File: src/rtl/dmem_arbiter.sv
// Two-requester round-robin arbiter for a single-port data memory.
// Each access is sequenced IDLE -> ACCESS -> WAIT -> DONE with range checking.
module dmem_arbiter #(
    parameter int unsigned RD_LAT    = 1,
    parameter int unsigned MEM_BYTES = 4096
) (
    input  logic        clk,
    input  logic        reset,
    input  logic        m0_req,
    input  logic [31:0] m0_addr,
    input  logic [31:0] m0_wdata,
    input  logic [3:0]  m0_we,
    output logic        m0_ack,
    output logic [31:0] m0_rdata,
    output logic        m0_err,
    input  logic        m1_req,
    input  logic [31:0] m1_addr,
    input  logic [31:0] m1_wdata,
    input  logic [3:0]  m1_we,
    output logic        m1_ack,
    output logic [31:0] m1_rdata,
    output logic        m1_err,
    output logic        mem_en,
    output logic [31:0] mem_addr,
    output logic [31:0] mem_wdata,
    output logic [3:0]  mem_we,
    input  logic [31:0] mem_rdata,
    output logic        busy,
    output logic        owner
);

    localparam int unsigned CNT_W = 4;
    localparam logic [CNT_W-1:0] LAT        = CNT_W'(RD_LAT);
    localparam logic [31:0]      ADDR_LIMIT = 32'(MEM_BYTES);

    localparam logic [1:0] S_IDLE   = 2'd0;
    localparam logic [1:0] S_ACCESS = 2'd1;
    localparam logic [1:0] S_WAIT   = 2'd2;
    localparam logic [1:0] S_DONE   = 2'd3;

    logic [1:0]       state, state_d;
    logic [CNT_W-1:0] cnt, cnt_d;
    logic             last, last_d;
    logic             lat_err, lat_err_d;
    logic [3:0]       lat_we, lat_we_d;
    logic             owner_d;
    logic [31:0]      mem_addr_d, mem_wdata_d;
    logic [3:0]       mem_we_d;
    logic             mem_en_d, busy_d, done_d;
    logic             m0_ack_d, m1_ack_d, m0_err_d, m1_err_d;
    logic [31:0]      m0_rdata_d, m1_rdata_d;

    logic             sel;
    logic [31:0]      sel_addr, sel_wdata;
    logic [3:0]       sel_we;

    // Round-robin pick: on a tie the requester not served last wins
    always_comb begin
        sel       = (m0_req && m1_req) ? ~last : m1_req;
        sel_addr  = sel ? m1_addr  : m0_addr;
        sel_wdata = sel ? m1_wdata : m0_wdata;
        sel_we    = sel ? m1_we    : m0_we;
    end

    // Next state plus next values of every registered output
    always_comb begin
        state_d     = state;
        cnt_d       = cnt;
        last_d      = last;
        lat_err_d   = lat_err;
        lat_we_d    = lat_we;
        owner_d     = owner;
        mem_addr_d  = mem_addr;
        mem_wdata_d = mem_wdata;
        m0_rdata_d  = m0_rdata;
        m1_rdata_d  = m1_rdata;

        case (state)
            S_IDLE: begin
                if (m0_req || m1_req) begin
                    owner_d  = sel;
                    last_d   = sel;
                    lat_we_d = sel_we;
                    if (sel_addr >= ADDR_LIMIT) begin
                        lat_err_d = 1'b1;
                        state_d   = S_DONE;
                    end else begin
                        lat_err_d   = 1'b0;
                        mem_addr_d  = {sel_addr[31:2], 2'b00};
                        mem_wdata_d = sel_wdata;
                        state_d     = S_ACCESS;
                    end
                end
            end
            S_ACCESS: begin
                if (lat_we != 4'h0) begin
                    state_d = S_DONE;
                end else begin
                    cnt_d   = CNT_W'(1);
                    state_d = S_WAIT;
                end
            end
            S_WAIT: begin
                if (cnt == LAT) begin
                    if (owner) m1_rdata_d = mem_rdata;
                    else       m0_rdata_d = mem_rdata;
                    state_d = S_DONE;
                end else begin
                    cnt_d = cnt + CNT_W'(1);
                end
            end
            S_DONE:  state_d = S_IDLE;
            default: state_d = S_IDLE;
        endcase

        mem_en_d = (state_d == S_ACCESS);
        mem_we_d = (state_d == S_ACCESS) ? lat_we_d : 4'h0;
        busy_d   = (state_d != S_IDLE);
        done_d   = (state_d == S_DONE);
        m0_ack_d = done_d && !owner_d;
        m1_ack_d = done_d && owner_d;
        m0_err_d = m0_ack_d && lat_err_d;
        m1_err_d = m1_ack_d && lat_err_d;
    end

    // State register
    always_ff @(posedge clk or negedge reset) begin
        if (!reset) begin
            state <= S_IDLE;
        end else begin
            state <= state_d;
        end
    end

    // Datapath and output registers
    always_ff @(posedge clk or negedge reset) begin
        if (!reset) begin
            cnt       <= '0;
            last      <= 1'b1;
            lat_err   <= 1'b0;
            lat_we    <= 4'h0;
            owner     <= 1'b0;
            mem_en    <= 1'b0;
            mem_addr  <= '0;
            mem_wdata <= '0;
            mem_we    <= 4'h0;
            busy      <= 1'b0;
            m0_ack    <= 1'b0;
            m1_ack    <= 1'b0;
            m0_err    <= 1'b0;
            m1_err    <= 1'b0;
            m0_rdata  <= '0;
            m1_rdata  <= '0;
        end else begin
            cnt       <= cnt_d;
            last      <= last_d;
            lat_err   <= lat_err_d;
            lat_we    <= lat_we_d;
            owner     <= owner_d;
            mem_en    <= mem_en_d;
            mem_addr  <= mem_addr_d;
            mem_wdata <= mem_wdata_d;
            mem_we    <= mem_we_d;
            busy      <= busy_d;
            m0_ack    <= m0_ack_d;
            m1_ack    <= m1_ack_d;
            m0_err    <= m0_err_d;
            m1_err    <= m1_err_d;
            m0_rdata  <= m0_rdata_d;
            m1_rdata  <= m1_rdata_d;
        end
    end

endmodule
File: config.mk
export PLATFORM = sky130hd
export DESIGN_NAME = dmem_arbiter
export DESIGN_NICKNAME = d
export VERILOG_FILES = /design/src/rtl/dmem_arbiter.sv
export SDC_FILE = /design/constraint.sdc
export NUM_CORES = 1
export LEC_CHECK = 0
export CORE_MARGIN = 4
export CORE_UTILIZATION = 30
export CTS_BUF_LIST = sky130_fd_sc_hd__clkbuf_8
export CTS_CLUSTER_SIZE = 12
export DETAILED_ROUTE_END_ITERATION = 10
export SKIP_CTS_REPAIR_TIMING = 1
export SLEW_MARGIN = 20
export SYNTH_ARGS = -nofsm -noshare
export SYNTH_HDL_FRONTEND = slang
export SYNTH_SLANG_ARGS = --single-unit
File: constraint.sdc
create_clock -name clk -period 2.45 [get_ports clk]
set_input_delay 0.245 -clock clk [delete_from_list [all_inputs] [get_ports clk]]
set_output_delay 0.245 -clock clk [all_outputs]
set_load 0.02 [all_outputs]
* Word-level counts from Yosys, hierarchy flattened *
Cells that the tools add are included.

word-level totals
  register bits after elaboration = 149
  bits in latches = 0
  bits in writable memories = 0
  ROM bits = 0
  output and inout bits = 139
  word-level logic and storage cells = 66
  memories kept = 0

cells by class
  $add $sub $neg = 1
  multipliers = 0
  divide/modulo/power cells = 0
  $lt $le $gt $ge = 1
  equality and inequality tests = 8
  shift-type cells = 0
  multiplexer cells = 20
  bitwise operators = 3
  reduce and logical (&&, ||, !) cells = 16

operator list
  cell                                                                 count
  two-way mux 32 bit                                                   2
  greater-or-equal comparator 32 x 13 -> 1 bit, second input constant  1
  two-way mux 4 bit                                                    6
  AND reduction 3 bit                                                  4
  case mux 2 bit (4 select lines)                                      1
  case mux 4 bit (2 select lines)                                      1
  two-way mux 1 bit                                                    7
  equality test 2 bit, second input constant                           3
  two-way mux 2 bit                                                    3
  logical AND 1 bit                                                    5
  adder 4 x 1 -> 4 bit, second input constant                          1
  equality test 2 x 1 -> 1 bit, second input constant                  2
  equality test 4 x 1 -> 1 bit, second input constant                  1
  inequality test 2 bit, second input constant                         2
  nonzero test 2 bit                                                   2
  nonzero test 4 bit                                                   1
  inverter 1 bit                                                       3
  logical NOT 2 bit                                                    1
  AND reduction 2 bit                                                  1
  logical NOT 1 bit                                                    1
  logical OR 1 bit                                                     1

* Longest topological paths before layout *
Gate-level depths: netlist (run 1).

  depth in word-level cells = 10
  gate-level depth with buffers = 7
  gate-level depth less buffers = 7

* Worst setup path after synthesis (run 1) *
OpenSTA, ideal clock, no wires.

  kind = reg2reg
  start = register last
  end = register mem_addr[10]
  library setup time = 0.125 ns
  arrival = 2.208 ns
  required time = 2.325 ns
  setup slack = 0.116 ns
  cell stages (with the launch flop) = 7
  path buffers = 1
  period minus slack after synthesis = 2.334 ns
  cell sequence = dfstp_2 -> a21boi_4 -> nand4b_1 -> a222oi_1 -> nand2_2 -> buf_6 -> mux2_4

on the way
  longest elaborated chain between the ends = 6

ends and longest elaborated chain
  element                                       line  text
  from (decl)                                   43    logic last, last_d;
  from (signal assigned)                        156   last <= last_d;
  inverter 1 bit *                              59    sel = (m0_req && m1_req) ? ~last : m1_req;
  two-way mux 1 bit *                           59
  two-way mux 32 bit *                          60    sel_addr = sel ? m1_addr : m0_addr;
  greater-or-equal comparator 32 x 13 -> 1 bit  84    if (sel_addr >= ADDR_LIMIT) begin
  inverter 1 bit (no line)                      -
  AND reduction 3 bit (no line)                 -
  to (signal assigned)                          161   mem_addr <= mem_addr_d;
  to (decl)                                     24    output logic [31:0] mem_addr,

Every way passes the cells marked *; elsewhere a longest branch is shown, timed or not.
A chain may end at the register's enable or synchronous reset.

* Worst setup path after layout (run 1) *
  start = register last
  end = register mem_addr[5]

Same word-level chain as after synthesis.

==> reports/summary.txt, run 1 <==
FINISH
--------------------------------------------------------------------------------
Filler cells ......................................................         1828
Fin util ..........................................................        0.486
Synthesis-to-finish area growth ...................................        59.6%
# diodes ..........................................................            0
Number of nets in the layout ......................................          926
Fraction of layout cells with a size suffix above 1 ...............        0.250

WORST SETUP PATH
--------------------------------------------------------------------------------
CP Cell Sequence .................................................. a21boi_4 -> nand4b_1 -> a222oi_1 -> buf_4 -> nand2_4 -> buf_12 -> mux2_4
Data arrival time at the worst-slack endpoint .....................      2.54 ns
Worst EP required .................................................      2.77 ns
Critical Setup Path Class ......................................... flip-flop to flip-flop
Standard cell with the maximum stage delay on the critical path ... sky130_fd_sc_hd__dfstp_2
Crit path max fanout ..............................................           43
Capturing element type of the critical path .......................    flip-flop
Highest cell delay on the worst timing path .......................      0.58 ns
CP Launch Type ....................................................    flip-flop

CLOCKING
--------------------------------------------------------------------------------
CTS sink cnt ......................................................          149
Clock insertion delay at the later pin of the skew report .........      0.43 ns
Reg clk slew, reported paths ......................................      0.09 ns
Root buffer cell .................................................. sky130_fd_sc_hd__clkbuf_8
Total clock buffers created by CTS ................................           17
Clk buf depth .....................................................            2
H-Tree Depth ......................................................            4
Clock tree from TritonCTS .........................................         done

RUN
--------------------------------------------------------------------------------
Number of violations of the max-capacitance limit .................            0

DRT
--------------------------------------------------------------------------------
Count of vias placed by the detailed router .......................         4610
Routed WL per cell ................................................      17.4 µm
Total iterations of the first detailed-routing run ................            4
Via count normalized by instance count ............................         4.45
Starting DRT DRC Count ............................................          151
Final wirelength ..................................................     18000 µm
Routed Antenna Nets ...............................................            0
Final routed DRC violation total ..................................            0

STA
--------------------------------------------------------------------------------
Number of slew-limit violations in the final report ...............            0
Relative max-transition margin ....................................        0.435
Fmax ..............................................................    0.450 GHz
RSZ-0062 raised after global routing ..............................        false
Final critical-path share of the clock period .....................        0.906
Clock tree skew after final layout ................................    0.0111 ns
Actual transition at the worst max-transition pin .................     0.848 ns
Final Hold Violating Endpoints ....................................            0
TNS Setup .........................................................         0 ns
Shortest period the worst path allows .............................      2.22 ns
Number of setup violations in the final report ....................            0

SYNTH
--------------------------------------------------------------------------------
Post-synthesis cell count .........................................          434
FFs w/ async S/R, synth ...........................................         1.00
Cell types occupying the most area after synthesis ................ sky130_fd_sc_hd__dfrtp_1 (58%), sky130_fd_sc_hd__mux2_2 (18%), sky130_fd_sc_hd__mux2_4 (9.4%), sky130_fd_sc_hd__and2_1 (2.1%), sky130_fd_sc_hd__ha_1 (1.2%)
Synthesized area ..................................................     6410 µm²
EDFF count, synth .................................................            0
Number of library cell types mapped by synthesis ..................           41
Proportion of netlist area held by the largest area contributor ...        0.578
Number of warning messages in the yosys log .......................            0
Sequential share of the synthesized area ..........................        0.582
Synthesized area per cell .........................................     14.8 µm²
Main synth FF type ................................................ sky130_fd_sc_hd__dfrtp_1
Flops & latches, synth ............................................          149
Most frequent cell after synthesis ................................ sky130_fd_sc_hd__dfrtp_1
Cell type with the largest total area after synthesis ............. sky130_fd_sc_hd__dfrtp_1
Post-synth top cells .............................................. sky130_fd_sc_hd__dfrtp_1 (148), sky130_fd_sc_hd__mux2_2 (102), sky130_fd_sc_hd__mux2_4 (40), sky130_fd_sc_hd__and2_1 (21), sky130_fd_sc_hd__nand2_1 (13)

GLOBAL ROUTING
--------------------------------------------------------------------------------
Residual overflow from global routing .............................            0
Number of antenna violations at the first check in global routing .            0
Wire length of the first global-routing pass ......................     28100 µm
Total routing usage reported by global routing ....................        0.150
Via count of the first global-routing pass ........................         5089
Maximum number of pins on one net before global-route repair ......           68

FLOORPLANNING
--------------------------------------------------------------------------------
Row count .........................................................           53
Area of the core ..................................................    21000 µm²
Number of ports placed on the die boundary ........................          311
Horizontal extent of the die ......................................       154 µm
Initial core utilization ..........................................        0.305
Floorplan die area ................................................    23800 µm²
Die Ht ............................................................       154 µm

STATUS
--------------------------------------------------------------------------------
Status ............................................................ complete, no violations

POWER
--------------------------------------------------------------------------------
Power density of the placed cells .................................   923 nW/µm²
Maximum vdd drop ..................................................       304 µV
LEAKAGE ...........................................................      4.47 nW

HOLD PATH
--------------------------------------------------------------------------------
Worst hold path class ............................................. input pin to asynchronous set/reset pin

PLACEMENT
--------------------------------------------------------------------------------
GPL Wtd Cong ......................................................        0.820
Half-perimeter wire length after placement ........................     13800 µm
Input/output buffers ..............................................          304

## placed cells by master, fill, tap and decap left out, drive strengths merged, types with 2 or more instances in the layout
master and n:
a21oi 7, a22o 3, and2 21, buf 12, bufinv 2, clkbuf 19, clkdlybuf4s50 303, clkinv 3
clkinvlp 2, conb 2, dfrtp 148, ha 6, inv 10, mux2 148, mux2i 5, nand2 14
nand2b 4, nand3 2, nand3b 2, nor2 3, nor2b 6, nor3 4, nor4 8, o21ai 10
or2 2
## power breakdown
group          leakage, nW  internal (W)  total, W  switching (W)
clock                0.204      0.000975   0.00194       0.000969
sequential            1.91       0.00315   0.00353       0.000372
combinational         2.35       0.00210   0.00397        0.00186
total                 4.47       0.00623   0.00944        0.00320
## metal layers
layer  part of all wire  track usage
met1               0.41        0.180
met2               0.49        0.252
met3              0.095       0.0639
met4             0.0082       0.0345
met5                  0            0
## layout make-up
class                   count  area, µm²  share of cell area
flip-flops and latches    149       3730               0.365
repair buffers            316       3170               0.311
multi-input cells         259       2550               0.249
well taps                 275        344              0.0337
clock buffers              19        262              0.0256
clock inverters            12        148              0.0144
inverters                   5       18.8             0.00184
## final timing paths
check | from | end | slack [ns] | cells past startpoint
setup / recovery | last | mem_addr[5] | 0.23 | 7
setup reg to reg | last | mem_addr[5] | 0.23 | 7
max in group asynchronous | reset | mem_wdata[22] | 1.26 | 3
min in group clk | mem_rdata[27] | m1_rdata[27] | 0.44 | 2
hold / removal | reset | m1_rdata[22] | 0.37 | 2
hold reg to reg | mem_addr[18] | mem_addr[18] | 0.49 | 1
## registers in the layout, summed over array words and instances (netlist names)
register,cells
m0_rdata,32
m1_rdata,32
mem_wdata,32
mem_addr,30
cnt,4
lat_we,4
mem_we,4
state,2
busy,1
last,1
lat_err,1
m0_ack,1
m0_err,1
m1_ack,1
m1_err,1
mem_en,1
owner,1
## metrics by stage
step                      power, W  cell area (µm²)  setup slack, ns  std cells  hold slack, ns
final                      0.00944            10200            0.229       1035           0.371
after global routing        0.0100            10200           0.0851       1035           0.400
after CTS                  0.00961            10200            0.211       1034          -0.210
after detailed placement   0.00761             9800          -0.0649       1003           0.292
after global placement     0.00748             9800          -0.0283       1003           0.283
after floorplan            0.00562             6410            0.116        435         -0.0506
## cells by family (layout without fill, tap and decap cells)
| kind of cell | after synthesis | in the layout | share of synthesized area |
|---|---|---|---|
| adder cells (fa/ha/maj) | 6 | 6 | 0.0117 |
| AO/OA/AOI/OAI | 29 | 29 | 0.0305 |
| other | 1 | 2 | 0.000585 |
| AND/OR/NAND/NOR | 69 | 69 | 0.0615 |
| flip-flops | 149 | 149 | 0.582 |
| multiplexers | 153 | 153 | 0.291 |
| buffers and inverters | 27 | 352 | 0.0221 |
## critical path: cells and delay by family (launching register included)
family / cells / cell delay [ns]
multiplexers: 1 / 0.32
buffers and inverters: 2 / 0.45
AND/OR/NAND/NOR: 2 / 0.25
flip-flops: 1 / 0.58
AO/OA/AOI/OAI: 2 / 0.47
Note: power is estimated with default switching activity, not from simulation.
==> run 2: changes to the inputs <==
CORE_UTILIZATION = 25   (was 30)
==> run 2 against run 1 <==
Compared with the run above: clock skew increased by 0.0025 ns; worst hold slack got worse by 0.047 ns; highest routed layer unchanged; combinational power is essentially flat; sequential cell count stayed put; setup slack better by 0.060 ns; cell count is 6.4% higher.
==> reports/summary.txt, run 2 (same netlist as run 1, synthesis figures left out) <==
FINISH
--------------------------------------------------------------------------------
Most frequent cells in the layout ................................. sky130_fd_sc_hd__clkdlybuf4s50_1 (303), sky130_fd_sc_hd__dfrtp_1 (148), sky130_fd_sc_hd__mux2_2 (102)
# diodes ..........................................................            0   unchanged
Synthesis-to-finish area growth ...................................        63.0%
Most common cell after layout, fill and taps aside ................ sky130_fd_sc_hd__clkdlybuf4s50_1
Registers with the most flip-flops ................................ m0_rdata: 32 flops, m1_rdata: 32 flops, mem_wdata: 32 flops
Fraction of layout cells with a size suffix above 1 ...............        0.262   +0.0120
Number of nets in the layout ......................................          936   +1.1%

WORST SETUP PATH
--------------------------------------------------------------------------------
Highest cell delay on the worst timing path .......................      0.59 ns   about the same
Number of buffer and inverter stages on the critical path .........            2   unchanged
Critical Setup Path Class ......................................... flip-flop to flip-flop
Worst EP required .................................................      2.78 ns   about the same
Crit path max fanout ..............................................           28   -35%
Capturing element type of the critical path .......................    flip-flop
CP Launch Type ....................................................    flip-flop
Cell family contributing the most delay on the critical path ......   flip-flops
Data arrival time at the worst-slack endpoint .....................      2.49 ns   -0.05 ns
Standard cell with the maximum stage delay on the critical path ... sky130_fd_sc_hd__dfstp_2
CP Cell Sequence .................................................. a21boi_4 -> nand4b_1 -> a222oi_1 -> buf_4 -> nand2_4 -> buf_12 -> mux2_4

CLOCKING
--------------------------------------------------------------------------------
Clock insertion delay at the later pin of the skew report .........      0.43 ns   about the same
H-Tree Depth ......................................................            4   unchanged
Reg clk slew, reported paths ......................................      0.10 ns   about the same
Clock tree from TritonCTS .........................................         done
Root buffer cell .................................................. sky130_fd_sc_hd__clkbuf_8
Total clock buffers created by CTS ................................           17   unchanged
CTS sink cnt ......................................................          149   unchanged
Clk buf depth .....................................................            2   unchanged

STA
--------------------------------------------------------------------------------
Final Hold Violating Endpoints ....................................            0   unchanged
TNS Setup .........................................................         0 ns   unchanged
Number of slew-limit violations in the final report ...............            0   unchanged
Number of setup violations in the final report ....................            0   unchanged
Fmax ..............................................................    0.463 GHz   +2.8%
RSZ-0062 raised after global routing ..............................        false
Clock tree skew after final layout ................................    0.0137 ns   +0.00251 ns
Relative max-transition margin ....................................        0.629   +0.194
Shortest period the worst path allows .............................      2.16 ns   -0.0598 ns
Actual transition at the worst max-transition pin .................     0.553 ns   -0.295 ns
Final critical-path share of the clock period .....................        0.882   -0.0244

POWER
--------------------------------------------------------------------------------
LEAKAGE ...........................................................      4.55 nW   +1.8%
Power density of the placed cells .................................   921 nW/µm²   -0.19%
Post-route total power ............................................    0.00962 W   +2.0%
Maximum vdd drop ..................................................       561 µV   +84%

HOLD PATH
--------------------------------------------------------------------------------
Worst hold path class ............................................. input pin to asynchronous set/reset pin

DRT
--------------------------------------------------------------------------------
Final routed DRC violation total ..................................            0   unchanged
Routed Antenna Nets ...............................................            0   unchanged
Final wirelength ..................................................     17500 µm   -3.1%
Total iterations of the first detailed-routing run ................            4   unchanged
Routed WL per cell ................................................      15.9 µm   -9.0%
Count of vias placed by the detailed router .......................         4601   -0.20%
Via count normalized by instance count ............................         4.18   -6.2%
Starting DRT DRC Count ............................................          156   +3.3%

PLACEMENT
--------------------------------------------------------------------------------
Half-perimeter wire length after placement ........................     13400 µm   -2.8%
GPL Wtd Cong ......................................................        0.802   -2.2%
Input/output buffers ..............................................          304   unchanged

GLOBAL ROUTING
--------------------------------------------------------------------------------
Total routing usage reported by global routing ....................        0.123   -0.0274
Via count of the first global-routing pass ........................         5016   -1.4%
Maximum number of pins on one net before global-route repair ......           55   -19%
Number of antenna violations at the first check in global routing .            0   unchanged
Residual overflow from global routing .............................            0   unchanged
Wire length of the first global-routing pass ......................     27500 µm   -2.0%

FLOORPLANNING
--------------------------------------------------------------------------------
Die Ht ............................................................       168 µm   +9.0%
Horizontal extent of the die ......................................       168 µm   +9.0%
Row count .........................................................           58   +9.4%
Number of ports placed on the die boundary ........................          311   unchanged
Floorplan die area ................................................    28200 µm²   +19%
Initial core utilization ..........................................        0.254   -0.0503
Area of the core ..................................................    25200 µm²   +20%

RUN
--------------------------------------------------------------------------------
Number of violations of the max-capacitance limit .................            0   unchanged

STATUS
--------------------------------------------------------------------------------
Status ............................................................ complete, no violations

-- run 2: cell types whose count changed in the layout (fill, tap and decap cells not counted), sizes merged --
cell | before | now
bufinv | 2 | 3
buf | 12 | 22
clkbuf | 19 | 17
clkinv | 3 | 2
inv | 10 | 14
clkinvlp | 2 | 1
-- run 2: metrics by stage --
step                      instances  instance area (µm²)  hold WS, ns  utilization  setup WS, ns
after global routing           1101                10400        0.340        0.415         0.178
after detailed placement       1068                 9990        0.242        0.397        0.0302
after CTS                      1100                10400       -0.263        0.414         0.268
final                          1101                10400        0.324        0.415         0.289
after floorplan                 435                 6410      -0.0506            -         0.116
after global placement         1068                 9990        0.243        0.397        0.0387
-- run 2: cell type report --
class	instances	area [µm²]
fillers	2358	14700
inverters	5	18.8
repair buffers	326	3290
flip-flops and latches	149	3730
clock buffers	17	234
clock inverters	15	209
multi-input cells	259	2550
well taps	330	413
-- run 2: where the power goes --
| part | leakage, nW | internal [W] | switching (W) |
|---|---|---|---|
| Sequential | 1.91 | 0.00315 | 0.000363 |
| Clock | 0.221 | 0.00106 | 0.00107 |
| Combinational | 2.42 | 0.00214 | 0.00184 |
| Total | 4.55 | 0.00635 | 0.00327 |
-- run 2: path summary, 6_finish.rpt --
kind | start | endpoint | slack (ns) | depth (start not counted)
setup / recovery | last | mem_addr[6] | 0.29 | 7
hold / removal | reset | m1_rdata[24] | 0.32 | 2
setup reg to reg | last | mem_addr[6] | 0.29 | 7
hold reg to reg | mem_addr[15] | mem_addr[15] | 0.49 | 1
max in group asynchronous | reset | m1_rdata[1] | 1.35 | 3
min in group clk | mem_rdata[27] | m1_rdata[27] | 0.43 | 2
-- run 2: metal layers --
layer,GRT usage,wire length (µm)
met1,0.159,7680
met2,0.186,7760
met5,0,0
met3,0.0552,1790
met4,0.0363,231
-- run 2: worst register-to-register path, delay by kind of cell (launching register included) --
kind,cells,cell delay [ns]
and+or+nand+nor,2,0.30
muxes,1,0.32
buffers and inverters,2,0.40
AOI/OAI and AO/OA,2,0.45
DFF,1,0.59
==> run 3: changes to the inputs <==
HOLD_SLACK_MARGIN = 0.15   (was unset)
clock period = 2.48 ns   (was 2.45 ns; I/O delays follow)
==> run 3 against run 2 <==
Compared with the run above: critical path depth up 1; non-clock buffer count down 1; combinational power down 1%; cell count about the same; setup slack worse by 0.0011 ns; design area down 0.81%; utilization down 0.34 points; sequential power down 1%; count of clock-buffer cells in the layout up 1; critical endpoint is now mem_we[2]; sequential cell count unchanged; worst hold slack better by 0.013 ns.
==> reports/summary.txt, run 3 (same netlist as run 1, synthesis figures left out) <==
GLOBAL ROUTING
--------------------------------------------------------------------------------
Via count of the first global-routing pass ........................         4899   -2.3%
Number of antenna violations at the first check in global routing .            0   unchanged
Total routing usage reported by global routing ....................        0.122   -0.00135
Wire length of the first global-routing pass ......................     27300 µm   -0.96%
Residual overflow from global routing .............................            0   unchanged
Maximum number of pins on one net before global-route repair ......           62   +13%

FLOORPLANNING
--------------------------------------------------------------------------------
Horizontal extent of the die ......................................       168 µm   unchanged
Number of ports placed on the die boundary ........................          311   unchanged
Floorplan die area ................................................    28200 µm²   unchanged
Row count .........................................................           58   unchanged
Initial core utilization ..........................................        0.254   unchanged
Die Ht ............................................................       168 µm   unchanged
Area of the core ..................................................    25200 µm²   unchanged

FINISH
--------------------------------------------------------------------------------
Most common cell after layout, fill and taps aside ................ sky130_fd_sc_hd__clkdlybuf4s50_1
Fin util ..........................................................        0.411   -0.00338
Registers with the most flip-flops ................................ m0_rdata: 32 flops, m1_rdata: 32 flops, mem_wdata: 32 flops
Most frequent cells in the layout ................................. sky130_fd_sc_hd__clkdlybuf4s50_1 (303), sky130_fd_sc_hd__dfrtp_1 (148), sky130_fd_sc_hd__mux2_2 (102)
Final std cells w/o fill ..........................................         1100   -0.091%
Number of nets in the layout ......................................          935   -0.11%
Synthesis-to-finish area growth ...................................        61.7%
# diodes ..........................................................            0   unchanged
Fraction of layout cells with a size suffix above 1 ...............        0.261   -0.000958
Filler cells ......................................................         2395   +1.6%

STA
--------------------------------------------------------------------------------
TNS Setup .........................................................         0 ns   unchanged
Final critical-path share of the clock period .....................        0.884   +0.00188
Final Hold Violating Endpoints ....................................            0   unchanged
Shortest period the worst path allows .............................      2.19 ns   +0.0311 ns
Clock tree skew after final layout ................................    0.0121 ns   -0.00154 ns
Fmax ..............................................................    0.456 GHz   -1.4%
Number of slew-limit violations in the final report ...............            0   unchanged
RSZ-0062 raised after global routing ..............................        false
Number of setup violations in the final report ....................            0   unchanged
Relative max-transition margin ....................................        0.602   -0.0270
Actual transition at the worst max-transition pin .................     0.597 ns   +0.0443 ns

POWER
--------------------------------------------------------------------------------
Post-route total power ............................................    0.00916 W   -4.8%
Internal power ....................................................    0.00597 W   -6.0%
Maximum vdd drop ..................................................       491 µV   -13%
Sequential group share of total power .............................        0.379   +0.014
Clock share of power ..............................................        0.192   -0.029
LEAKAGE ...........................................................      4.51 nW   -0.92%
Combinational share of power ......................................        0.429   +0.015
Net Sw Frac .......................................................        0.349   +0.00873
Net switching power ...............................................    0.00319 W   -2.3%
Power density of the placed cells .................................   885 nW/µm²   -4.0%

STATUS
--------------------------------------------------------------------------------
Status ............................................................ complete, no violations

CLOCKING
--------------------------------------------------------------------------------
Reg clk slew, reported paths ......................................      0.09 ns   about the same
Root buffer cell .................................................. sky130_fd_sc_hd__clkbuf_8
Clock tree from TritonCTS .........................................         done
Clock insertion delay at the later pin of the skew report .........      0.44 ns   about the same
Clk buf depth .....................................................            2   unchanged
CTS sink cnt ......................................................          149   unchanged
Total clock buffers created by CTS ................................           17   unchanged
H-Tree Depth ......................................................            4   unchanged

HOLD PATH
--------------------------------------------------------------------------------
Worst hold path class ............................................. input pin to asynchronous set/reset pin

WORST SETUP PATH
--------------------------------------------------------------------------------
Crit path launch ..................................................     state[0]
Worst reg2reg startpoint ..........................................     state[0]
CP Launch Type ....................................................    flip-flop
Worst setup slack for register-to-register paths ..................      0.29 ns   about the same
Destination of the worst register-to-register timing path .........    mem_we[2]
Capturing element type of the critical path .......................    flip-flop
Critical Setup Path Class ......................................... flip-flop to flip-flop
Data arrival time at the worst-slack endpoint .....................      2.55 ns   +0.06 ns
Crit path max fanout ..............................................            7   -75%
Number of cell instances on the worst register-to-register path ...            8   +1
Worst EP required .................................................      2.84 ns   +0.06 ns

PLACEMENT
--------------------------------------------------------------------------------
Half-perimeter wire length after placement ........................     13300 µm   -0.74%
Placed insts ......................................................         1067   -0.094%
GPL Wtd Cong ......................................................        0.794   -1.0%
Input/output buffers ..............................................          304   unchanged

DRT
--------------------------------------------------------------------------------
Total iterations of the first detailed-routing run ................            4   unchanged
Final routed DRC violation total ..................................            0   unchanged
Routed Antenna Nets ...............................................            0   unchanged
Count of vias placed by the detailed router .......................         4623   +0.48%
Via count normalized by instance count ............................         4.20   +0.57%
Final wirelength ..................................................     17500 µm   about the same
Routed WL per cell ................................................      15.9 µm   +0.12%
Starting DRT DRC Count ............................................          153   -1.9%

RUN
--------------------------------------------------------------------------------
Number of violations of the max-capacitance limit .................            0   unchanged

-- run 3: power by group through the flow --
| stage | Clock [W] | Combinational, W | Sequential (W) |
|---|---|---|---|
| floorplan | 0 | 0.00134 | 0.00421 |
| global placement | 0 | 0.00396 | 0.00351 |
| detailed placement | 0 | 0.00398 | 0.00353 |
| CTS | 0.00186 | 0.00399 | 0.00348 |
| global route | 0.00197 | 0.00422 | 0.00357 |
| finish | 0.00176 | 0.00393 | 0.00347 |
-- run 3: cell type report --
class                      count  area (µm²)  area share
sequential                   149        3730       0.360
clock buffer                  18         248      0.0239
inverter                       5        18.8     0.00181
clock inverter                14         118      0.0114
tap                          330         413      0.0399
multi-input combinational    259        2550       0.246
timing repair buffer         325        3280       0.317
-- run 3: worst max-delay path by stage --
stage | end | slack [ns] | cells after the start
after floorplan | mem_addr[10] | 0.15 | 6
after global placement | mem_addr[7] | 0.06 | 8
after detailed placement | mem_addr[8] | 0.04 | 8
after CTS | mem_we[2] | 0.24 | 8
after global routing | mem_we[2] | 0.03 | 8
final | mem_we[2] | 0.29 | 8
-- run 3: per-layer routing --
metal / wire length (µm) / GRT usage
met1: 7800 / 0.156
met2: 7790 / 0.186
met3: 1660 / 0.0554
met4: 218 / 0.0349
met5: 0 / 0
-- run 3: critical path: stages (launching register included) --
cell and delay (ns):
sky130_fd_sc_hd__dfrtp_1 0.42, sky130_fd_sc_hd__inv_1 0.14, sky130_fd_sc_hd__ha_1 0.28, sky130_fd_sc_hd__nand4bb_1 0.16, sky130_fd_sc_hd__buf_4 0.17, sky130_fd_sc_hd__and2_1 0.20
sky130_fd_sc_hd__a32oi_1 0.28, sky130_fd_sc_hd__o211ai_1 0.29, sky130_fd_sc_hd__nor2b_1 0.18
-- run 3: per-stage QoR --
| stage | hold WS, ns | instance area [µm²] | setup WS (ns) |
|---|---|---|---|
| after detailed placement | 0.265 | 9980 | 0.0449 |
| after floorplan | -0.0476 | 6410 | 0.146 |
| final | 0.337 | 10400 | 0.288 |
| after CTS | -0.237 | 10300 | 0.237 |
| after global routing | 0.360 | 10400 | 0.0289 |
| after global placement | 0.269 | 9980 | 0.0581 |
